--- src/rtl/bcd_serial_subtractor_pkg.sv ---
// Shared types and constants for the digit-serial BCD subtractor.
package bcd_serial_subtractor_pkg;

  typedef enum logic [1:0] {
    IDLE   = 2'd0,
    SUB    = 2'd1,
    RECOMP = 2'd2,
    DONE   = 2'd3
  } state_t;

  localparam logic [3:0] BCD_NINE       = 4'd9;
  localparam logic [4:0] BCD_TEN        = 5'd10;
  localparam int         DEFAULT_DIGITS = 4;

endpackage

--- src/rtl/bcd_serial_subtractor_addc.sv ---
// Combinational single-digit BCD add with carry; sums above nine wrap by ten.
module bcd_digit_addc
  import bcd_serial_subtractor_pkg::*;
(
  input  logic [3:0] x,
  input  logic [3:0] y,
  input  logic       cin,
  output logic [3:0] s,
  output logic       cout
);

  logic [4:0] raw;
  logic [4:0] adj;

  assign raw  = {1'b0, x} + {1'b0, y} + {4'b0, cin};
  assign adj  = raw - BCD_TEN;
  assign cout = (raw > {1'b0, BCD_NINE});
  assign s    = cout ? adj[3:0] : raw[3:0];

endmodule

--- src/rtl/bcd_serial_subtractor.sv ---
// Digit-serial |A-B| in packed BCD via ten's-complement addition, with a
// second recomplement pass when the raw result is negative.
module bcd_serial_subtractor
  import bcd_serial_subtractor_pkg::*;
#(
  parameter int DIGITS = DEFAULT_DIGITS
) (
  input  logic                clk,
  input  logic                rst,
  input  logic                start,
  input  logic [4*DIGITS-1:0] a,
  input  logic [4*DIGITS-1:0] b,
  output logic                ready,
  output logic                done,
  output logic [4*DIGITS-1:0] diff,
  output logic                neg,
  output logic                err
);

  localparam int IDX_W = (DIGITS > 1) ? $clog2(DIGITS) : 1;
  localparam logic [IDX_W-1:0] LAST = IDX_W'(DIGITS - 1);

  function automatic logic has_bad_nibble(input logic [4*DIGITS-1:0] v);
    logic bad;
    bad = 1'b0;
    for (int i = 0; i < DIGITS; i++) begin
      if (v[4*i +: 4] > BCD_NINE) bad = 1'b1;
    end
    return bad;
  endfunction

  state_t                state, state_nx;
  logic [IDX_W-1:0]      idx;
  logic                  carry;
  logic [4*DIGITS-1:0]   a_q, b_q;
  logic [3:0]            a_nib, b_nib, d_nib;
  logic [3:0]            x_dig, y_dig, s_dig;
  logic                  cout;
  logic                  bad_in;
  logic                  at_last;

  assign bad_in  = has_bad_nibble(a) | has_bad_nibble(b);
  assign at_last = (idx == LAST);
  assign ready   = (state == IDLE);
  assign done    = (state == DONE);

  // Select the current digit; RECOMP complements the stored diff in place.
  always_comb begin
    a_nib = 4'd0;
    b_nib = 4'd0;
    d_nib = 4'd0;
    for (int i = 0; i < DIGITS; i++) begin
      if (idx == IDX_W'(i)) begin
        a_nib = a_q[4*i +: 4];
        b_nib = b_q[4*i +: 4];
        d_nib = diff[4*i +: 4];
      end
    end
    x_dig = (state == SUB) ? a_nib : 4'd0;
    y_dig = BCD_NINE - ((state == SUB) ? b_nib : d_nib);
  end

  bcd_digit_addc u_addc (
    .x    (x_dig),
    .y    (y_dig),
    .cin  (carry),
    .s    (s_dig),
    .cout (cout)
  );

  always_comb begin
    state_nx = state;
    case (state)
      IDLE:    if (start) state_nx = bad_in ? DONE : SUB;
      SUB:     if (at_last) state_nx = cout ? DONE : RECOMP;
      RECOMP:  if (at_last) state_nx = DONE;
      DONE:    state_nx = IDLE;
      default: state_nx = IDLE;
    endcase
  end

  always_ff @(posedge clk) begin
    if (rst) begin
      state <= IDLE;
      idx   <= '0;
      carry <= 1'b0;
      diff  <= '0;
      neg   <= 1'b0;
      err   <= 1'b0;
    end else begin
      state <= state_nx;
      case (state)
        IDLE: begin
          if (start) begin
            a_q   <= a;
            b_q   <= b;
            diff  <= '0;
            neg   <= 1'b0;
            err   <= bad_in;
            idx   <= '0;
            carry <= ~bad_in;
          end
        end
        SUB, RECOMP: begin
          for (int i = 0; i < DIGITS; i++) begin
            if (idx == IDX_W'(i)) diff[4*i +: 4] <= s_dig;
          end
          if (at_last) begin
            idx   <= '0;
            carry <= 1'b1;
            // No carry out of the top digit means B > A.
            if (state == SUB) neg <= ~cout;
          end else begin
            idx   <= idx + 1'b1;
            carry <= cout;
          end
        end
        default: ;
      endcase
    end
  end

endmodule

--- config.mk ---
export PLATFORM = sky130hd
export DESIGN_NAME = bcd_serial_subtractor
export DESIGN_NICKNAME = d
export VERILOG_FILES = /design/src/rtl/bcd_serial_subtractor_pkg.sv /design/src/rtl/bcd_serial_subtractor_addc.sv /design/src/rtl/bcd_serial_subtractor.sv
export SDC_FILE = /design/constraint.sdc
export NUM_CORES = 1
export LEC_CHECK = 0
export BUFFER_PORTS_ARGS = -buffer_cell sky130_fd_sc_hd__buf_2
export CAP_MARGIN = 20
export CELL_PAD_IN_SITES_DETAIL_PLACEMENT = 0
export CELL_PAD_IN_SITES_GLOBAL_PLACEMENT = 1
export CORE_UTILIZATION = 42
export DETAILED_ROUTE_END_ITERATION = 16
export PLACE_DENSITY = 0.84
export SLEW_MARGIN = 20
export SYNTH_ARGS = -nofsm -noshare
export SYNTH_HDL_FRONTEND = slang
export SYNTH_SLANG_ARGS = --single-unit
--- constraint.sdc ---
create_clock -name clk -period 4.3 [get_ports clk]
set_clock_uncertainty 0.1 [all_clocks]
set_input_delay 0.43 -clock clk [delete_from_list [all_inputs] [get_ports clk]]
set_output_delay 0.43 -clock clk [all_outputs]
set_load 0.05 [all_outputs]
; After elaboration in Yosys (flattened, before gate mapping)
; Cells that the tools add are included.
[classes]
add_sub_neg = 5
multipliers = 0
n_div = 0
n_lt_le_gt_ge = 9
n_eq_ne = 14
shift = 0
mux = 45
bitwise_logic = 4
reduce_logical = 13
[ops]
columns = cell, n
row1 = two-way mux 4 bit, 19
row2 = > comparator 4 bit (second input constant), 8
row3 = one-hot mux 16 bit (2 select lines), 1
row4 = AND reduction 3 bit, 6
row5 = two-way mux 16 bit, 1
row6 = inequality test 2 bit (second input constant), 8
row7 = two-way mux 1 bit, 14
row8 = two-way mux 2 bit, 6
row9 = == test 2 bit (second input constant), 4
row10 = one-hot mux 2 bit (4 select lines), 1
row11 = adder 4 x 4 -> 5 bit, 1
row12 = adder 5 x 1 -> 5 bit, 1
row13 = > comparator 5 x 4 -> 1 bit (second input constant), 1
row14 = == test 2 x 1 -> 1 bit (second input constant), 2
row15 = zero test 2 bit, 2
row16 = one-hot mux 1 bit (2 select lines), 2
row17 = one-hot mux 2 bit (2 select lines), 1
row18 = AND reduction 2 bit, 2
row19 = AND reduction 4 bit, 1
row20 = subtractor 4 bit (first input constant), 1
row21 = subtractor 4 bit (second input constant), 1
row22 = NOT 1 bit, 3
row23 = adder 2 x 1 -> 2 bit (second input constant), 1
row24 = nonzero test 2 bit, 1
row25 = other kinds (2), 2
[word_totals]
ff_bits = 55
latchBits = 0
ramBits = 0
rom_bits = 0
input_bits = 35
output_inout_bits = 20
word_cells = 101
n_memories = 0

; Logic depth before layout (Yosys ltp)
[depth]
word_depth = 14
depth_mapped = 18
ltp_nobuf = 17

; Cells and area by module
; From an unflattened synthesis, not the netlist that was laid out.
[unflattened]
cells_unflattened = 270
area_unflattened_um2 = 2849.0
[by_module_without_submodules]
columns = module, instances, cells_per_inst, area_per_inst_um2, seq_area_each_um2
row1 = bcd_serial_subtractor, 1, 248, 2637.5, 1421.4
row2 = bcd_digit_addc, 1, 22, 211.5, 0.0

; Least setup slack after synthesis
; Ideal clock, no wire load.
[synth_path]
path_kind = reg-to-reg
startpoint = reg idx[0]
endpoint = reg diff[14]
setup_ns = 0.124
t_arrival_ns = 3.575
t_required_ns = 4.076
setup_slack_ns = 0.501
path_stages_with_launch = 19
path_buffers = 2
period_less_slack_ns = 3.799
cell_sequence = dfxtp_1 -> inv_1 -> ha_1 -> clkbuf_1 -> nand2_1 -> nor2_1 -> a21oi_1 -> o21ai_0 -> mux4_2 -> fa_1 -> inv_1 -> fa_1 -> inv_1 -> ha_1 -> a22o_1 -> o21a_1 -> buf_6 -> mux2i_2 -> o21ai_1
[synth_via]
elab_chain_cells = 13
elab_cells_between_ends = 28
classes_between = 4 x add/sub / 1 x order compare / 4 x eq/ne / 17 x mux / 2 x reduce/logical
[synth_rtl]
columns = element, line_no
row1 = "start, declared", bcd_serial_subtractor.sv:33  ; logic [IDX_W-1:0] idx;
row2 = "start signal, assigned", bcd_serial_subtractor.sv:114  ; idx <= idx + 1'b1;
row3 = zero test 2 bit, bcd_serial_subtractor.sv:53  ; if (idx == IDX_W'(i)) begin
row4 = two-way mux 4 bit (4 in a row), bcd_serial_subtractor.sv:53
row5 = two-way mux 4 bit, bcd_serial_subtractor.sv:60  ; y_dig = BCD_NINE - ((state == SUB) ? b_nib : d_nib);
row6 = subtractor 4 bit, bcd_serial_subtractor.sv:60
row7 = adder 4 x 4 -> 5 bit, bcd_serial_subtractor_addc.sv:15  ; assign raw = {1'b0, x} + {1'b0, y} + {4'b0, cin};
row8 = adder 5 x 1 -> 5 bit, bcd_serial_subtractor_addc.sv:15
row9 = subtractor 4 bit or > comparator 5 x 4 -> 1 bit (tied branches), "bcd_serial_subtractor_addc.sv:16, bcd_serial_subtractor_addc.sv:17"
row10 = two-way mux 4 bit, bcd_serial_subtractor_addc.sv:18  ; assign s = cout ? adj[3:0] : raw[3:0];
row11 = two-way mux 4 bit, bcd_serial_subtractor.sv:106  ; if (idx == IDX_W'(i)) diff[4*i +: 4] <= s_dig;
row12 = one-hot mux 16 bit (2 select lines), bcd_serial_subtractor.sv:92  ; case (state)
row13 = "end signal, assigned by index", bcd_serial_subtractor.sv:106
row14 = "end, declared", bcd_serial_subtractor.sv:15  ; output logic [4*DIGITS-1:0] diff,
; Several ways; a longest one is shown, not always the timed one. The select of a mux whose other input is x is not followed.
; A chain may end at the register's enable or synchronous reset.

; Worst setup path in the final report
[layout_path]
startpoint = reg idx[0]
endpoint = reg diff[2]
[layout_via]
elab_chain_cells = 13
elab_cells_between_ends = 28
classes_between = 4 x add/sub / 1 x order compare / 4 x eq/ne / 17 x mux / 2 x reduce/logical
[layout_rtl]
columns = element, line_no
row1 = zero test 2 bit, "bcd_serial_subtractor.sv:53, bcd_serial_subtractor.sv:106"
row2 = two-way mux 4 bit (4 in a row), bcd_serial_subtractor.sv:53
row3 = two-way mux 4 bit, bcd_serial_subtractor.sv:60
row4 = subtractor 4 bit, bcd_serial_subtractor.sv:60
row5 = adder 4 x 4 -> 5 bit, bcd_serial_subtractor_addc.sv:15
row6 = adder 5 x 1 -> 5 bit, bcd_serial_subtractor_addc.sv:15
row7 = subtractor 4 bit or > comparator 5 x 4 -> 1 bit (tied branches), "bcd_serial_subtractor_addc.sv:16, bcd_serial_subtractor_addc.sv:17"
row8 = two-way mux 4 bit, bcd_serial_subtractor_addc.sv:18
row9 = two-way mux 4 bit, bcd_serial_subtractor.sv:106
row10 = one-hot mux 16 bit (2 select lines), bcd_serial_subtractor.sv:92
; Several ways; a longest one is shown, not always the timed one. The select of a mux whose other input is x is not followed.

==> reports/results.ini <==
[critical_path]
critPathCaptureType=flip-flop
crit_path_max_fanout=12
arrival_ps=4120
startpoint_type=flip-flop
critPathRequiredTime_ps=4400
worstSetupPathType=flip-flop to flip-flop

[finish]
num_antenna_cells=0
fin_util_pct=50.8
final_net_count=373
layout-drive-gt1-share_pct=26.5
final_cell_mix=buf_2, edfxtp_1, nand2_1, o21ai_0, nor2_1
fillers=597
area_growth_pct=16.5
layout_commonest_cell=buf_2
layoutNonFillerInstCount=401

[timing]
slew_viol_final=0
final.setup.worst_slack_ps=281
min_period_ps=4020
hold_violations=0
slew_headroom_pct=57.8
finalCritPeriodShare_pct=93.5
fmax_mhz=249
setup_viol=0
tightest_slew_ps=633

[clock_tree]
cts_tree=built
clockRootBuffer=clkbuf_8
clock_path_buffers=2
postCtsHoldBufs=0
cts_sinks=55
clk_pin_slew_worst_paths_ps=110
cts_buffers=5
cts_setup_buffers=0
cts.htree.levels=2
clk_latency_ps=320

[status]
status=finished clean

[placement]
placedCellCount=393
portBuffers=54
gp_routability_congestion=0.937
dp_hpwl_um=4790
dp_slack_ps=117

[logic_synthesis]
ys_top_cells_by_area=edfxtp_1, dfxtp_1, ha_1
synth_area_leader_cell=edfxtp_1
synth_seq_cells=55
ys.flop_type=edfxtp_1
synth.yosys.seq_area_share_pct=51.1
avgSynthCellArea_sq_um=10.3
synthArstFlopShare_pct=0
synth.distinct_cells=40
ys_warn_count=0
synth_edf_count=32
synth.top_cell.area_share_pct=34.5
syn-num-nets=320
syn_inst=270
syn_area_sq_um=2780

[run]
drv_cap=0

[route]
routedWlPerCell_um=15.7
ant_nets=0
num_vias=2166
drt-initial-drc-count=137
dr.pass1.iters=4
drt_wl_total_um=6300
viasPerCell=5.40
route.detailed.drc=0

[hold_path]
hp-class=input port to flip-flop

[power]
leakage_nw=1.29
power.total_w=0.00253
powerDensity_nw_per_um2=781
vdd_drop_max_mv=0.478

[global_route]
grt_pass1_vias=2091
track_usage_pct=19.0
grt_pass1_wl_um=10500
grt_overflow_total=0
grt_max_degree=33
grt_antenna_before_repair=0

[floorplan]
rows=29
coreArea_sq_um=6390
die-area_sq_um=6960
start_util_pct=43.6
io_pins=55
die_w_um=83.4
die_h_um=83.4

==> critical path, cell delays in order, from the launching register on <==
cell	delay [ps]
dfxtp_1	390
inv_1	90
ha_1	300
nand2_1	100
nor2_1	40
a21oi_1	130
o21ai_0	100
mux4_2	480
fa_1	430
inv_1	90
fa_2	490
inv_1	90
ha_1	180
a22o_1	170
o21a_2	290
mux2i_2	330
o21ai_1	110
==> metrics by stage <==
| step | TNS (ps) | instance area, sq um | hold WS (ps) |
|---|---|---|---|
| floorplan | 0 | 2780 | 366 |
| global route | -11.7 | 3240 | 157 |
| global placement | 0 | 3130 | 367 |
| finish | 0 | 3240 | 174 |
| CTS | 0 | 3230 | 168 |
| detailed placement | 0 | 3130 | 371 |
==> power breakdown <==
group	internal, W	total [W]	leakage [nW]	switching, W
Clock	0.000124	0.000315	0.0511	0.000192
Combinational	0.000511	0.00146	0.758	0.000953
Sequential	0.000675	0.000752	0.483	0.0000771
==> cell usage after synthesis, types with 3 or more instances <==
library cell / count
edfxtp_1: 32
nand2_1: 31
o21ai_0: 29
nor2_1: 26
dfxtp_1: 23
a21oi_1: 21
ha_1: 13
nand3b_1: 13
clkbuf_1: 8
inv_1: 8
mux2i_1: 7
o21ai_1: 6
nor2b_1: 5
mux4_2: 4
nor4_1: 4
o21ai_2: 4
a221o_2: 3
and2_1: 3
==> area by class of cell <==
| class | instances | area, sq um | share of cell area [%] |
|---|---|---|---|
| Sequential cell | 55 | 1420 | 43.8 |
| Clock inverter | 3 | 28.8 | 0.887 |
| Timing Repair Buffer | 59 | 308 | 9.49 |
| Inverter | 9 | 33.8 | 1.04 |
| Tap cell | 77 | 96.3 | 2.97 |
| Clock buffer | 5 | 68.8 | 2.12 |
| Multi-Input combinational cell | 193 | 1290 | 39.7 |
==> flip-flops by register name, summed over array words and instances, names as in the netlist <==
| register | cells |
|---|---|
| a_q | 16 |
| b_q | 16 |
| carry | 1 |
| diff | 16 |
| err | 1 |
| idx | 2 |
| neg | 1 |
| state | 2 |
==> metal layers <==
layer | vias to the layer above | share of wire [%] | GRT usage (%)
li1 | 1082 | - | -
met2 | 58 | 48 | 30.8
met4 | 0 | 1.3 | 4.93
met5 | - | 0 | 0
met3 | 10 | 4.5 | 3.18
met1 | 1016 | 46 | 26.5
==> kinds of logic (layout without fill, tap and decap cells) <==
logic type / after synthesis / in the layout / share of synthesized area (%)
compound gates: 73 / 73 / 15.6
xor+xnor: 3 / 3 / 0.944
fa+ha+maj: 15 / 15 / 7.28
buf+inv: 22 / 76 / 3.33
flops: 55 / 55 / 51.1
mux: 12 / 12 / 6.25
simple gates: 90 / 90 / 15.6
==> final timing paths <==
check | slack [ps] | from | cells past startpoint | end
setup / recovery | 280 | idx[0] | 16 | diff[2]
setup reg to reg | 280 | idx[0] | 16 | diff[2]
hold / removal | 170 | b[8] | 1 | b_q[8]
hold reg to reg | 390 | neg | 2 | neg
==> timing repair <==
action,in CTS,in global routing
hold endpoints to repair,0,0
resized for setup,0,4
setup endpoints to repair,0,9
Power figures use the tool's default switching activity.
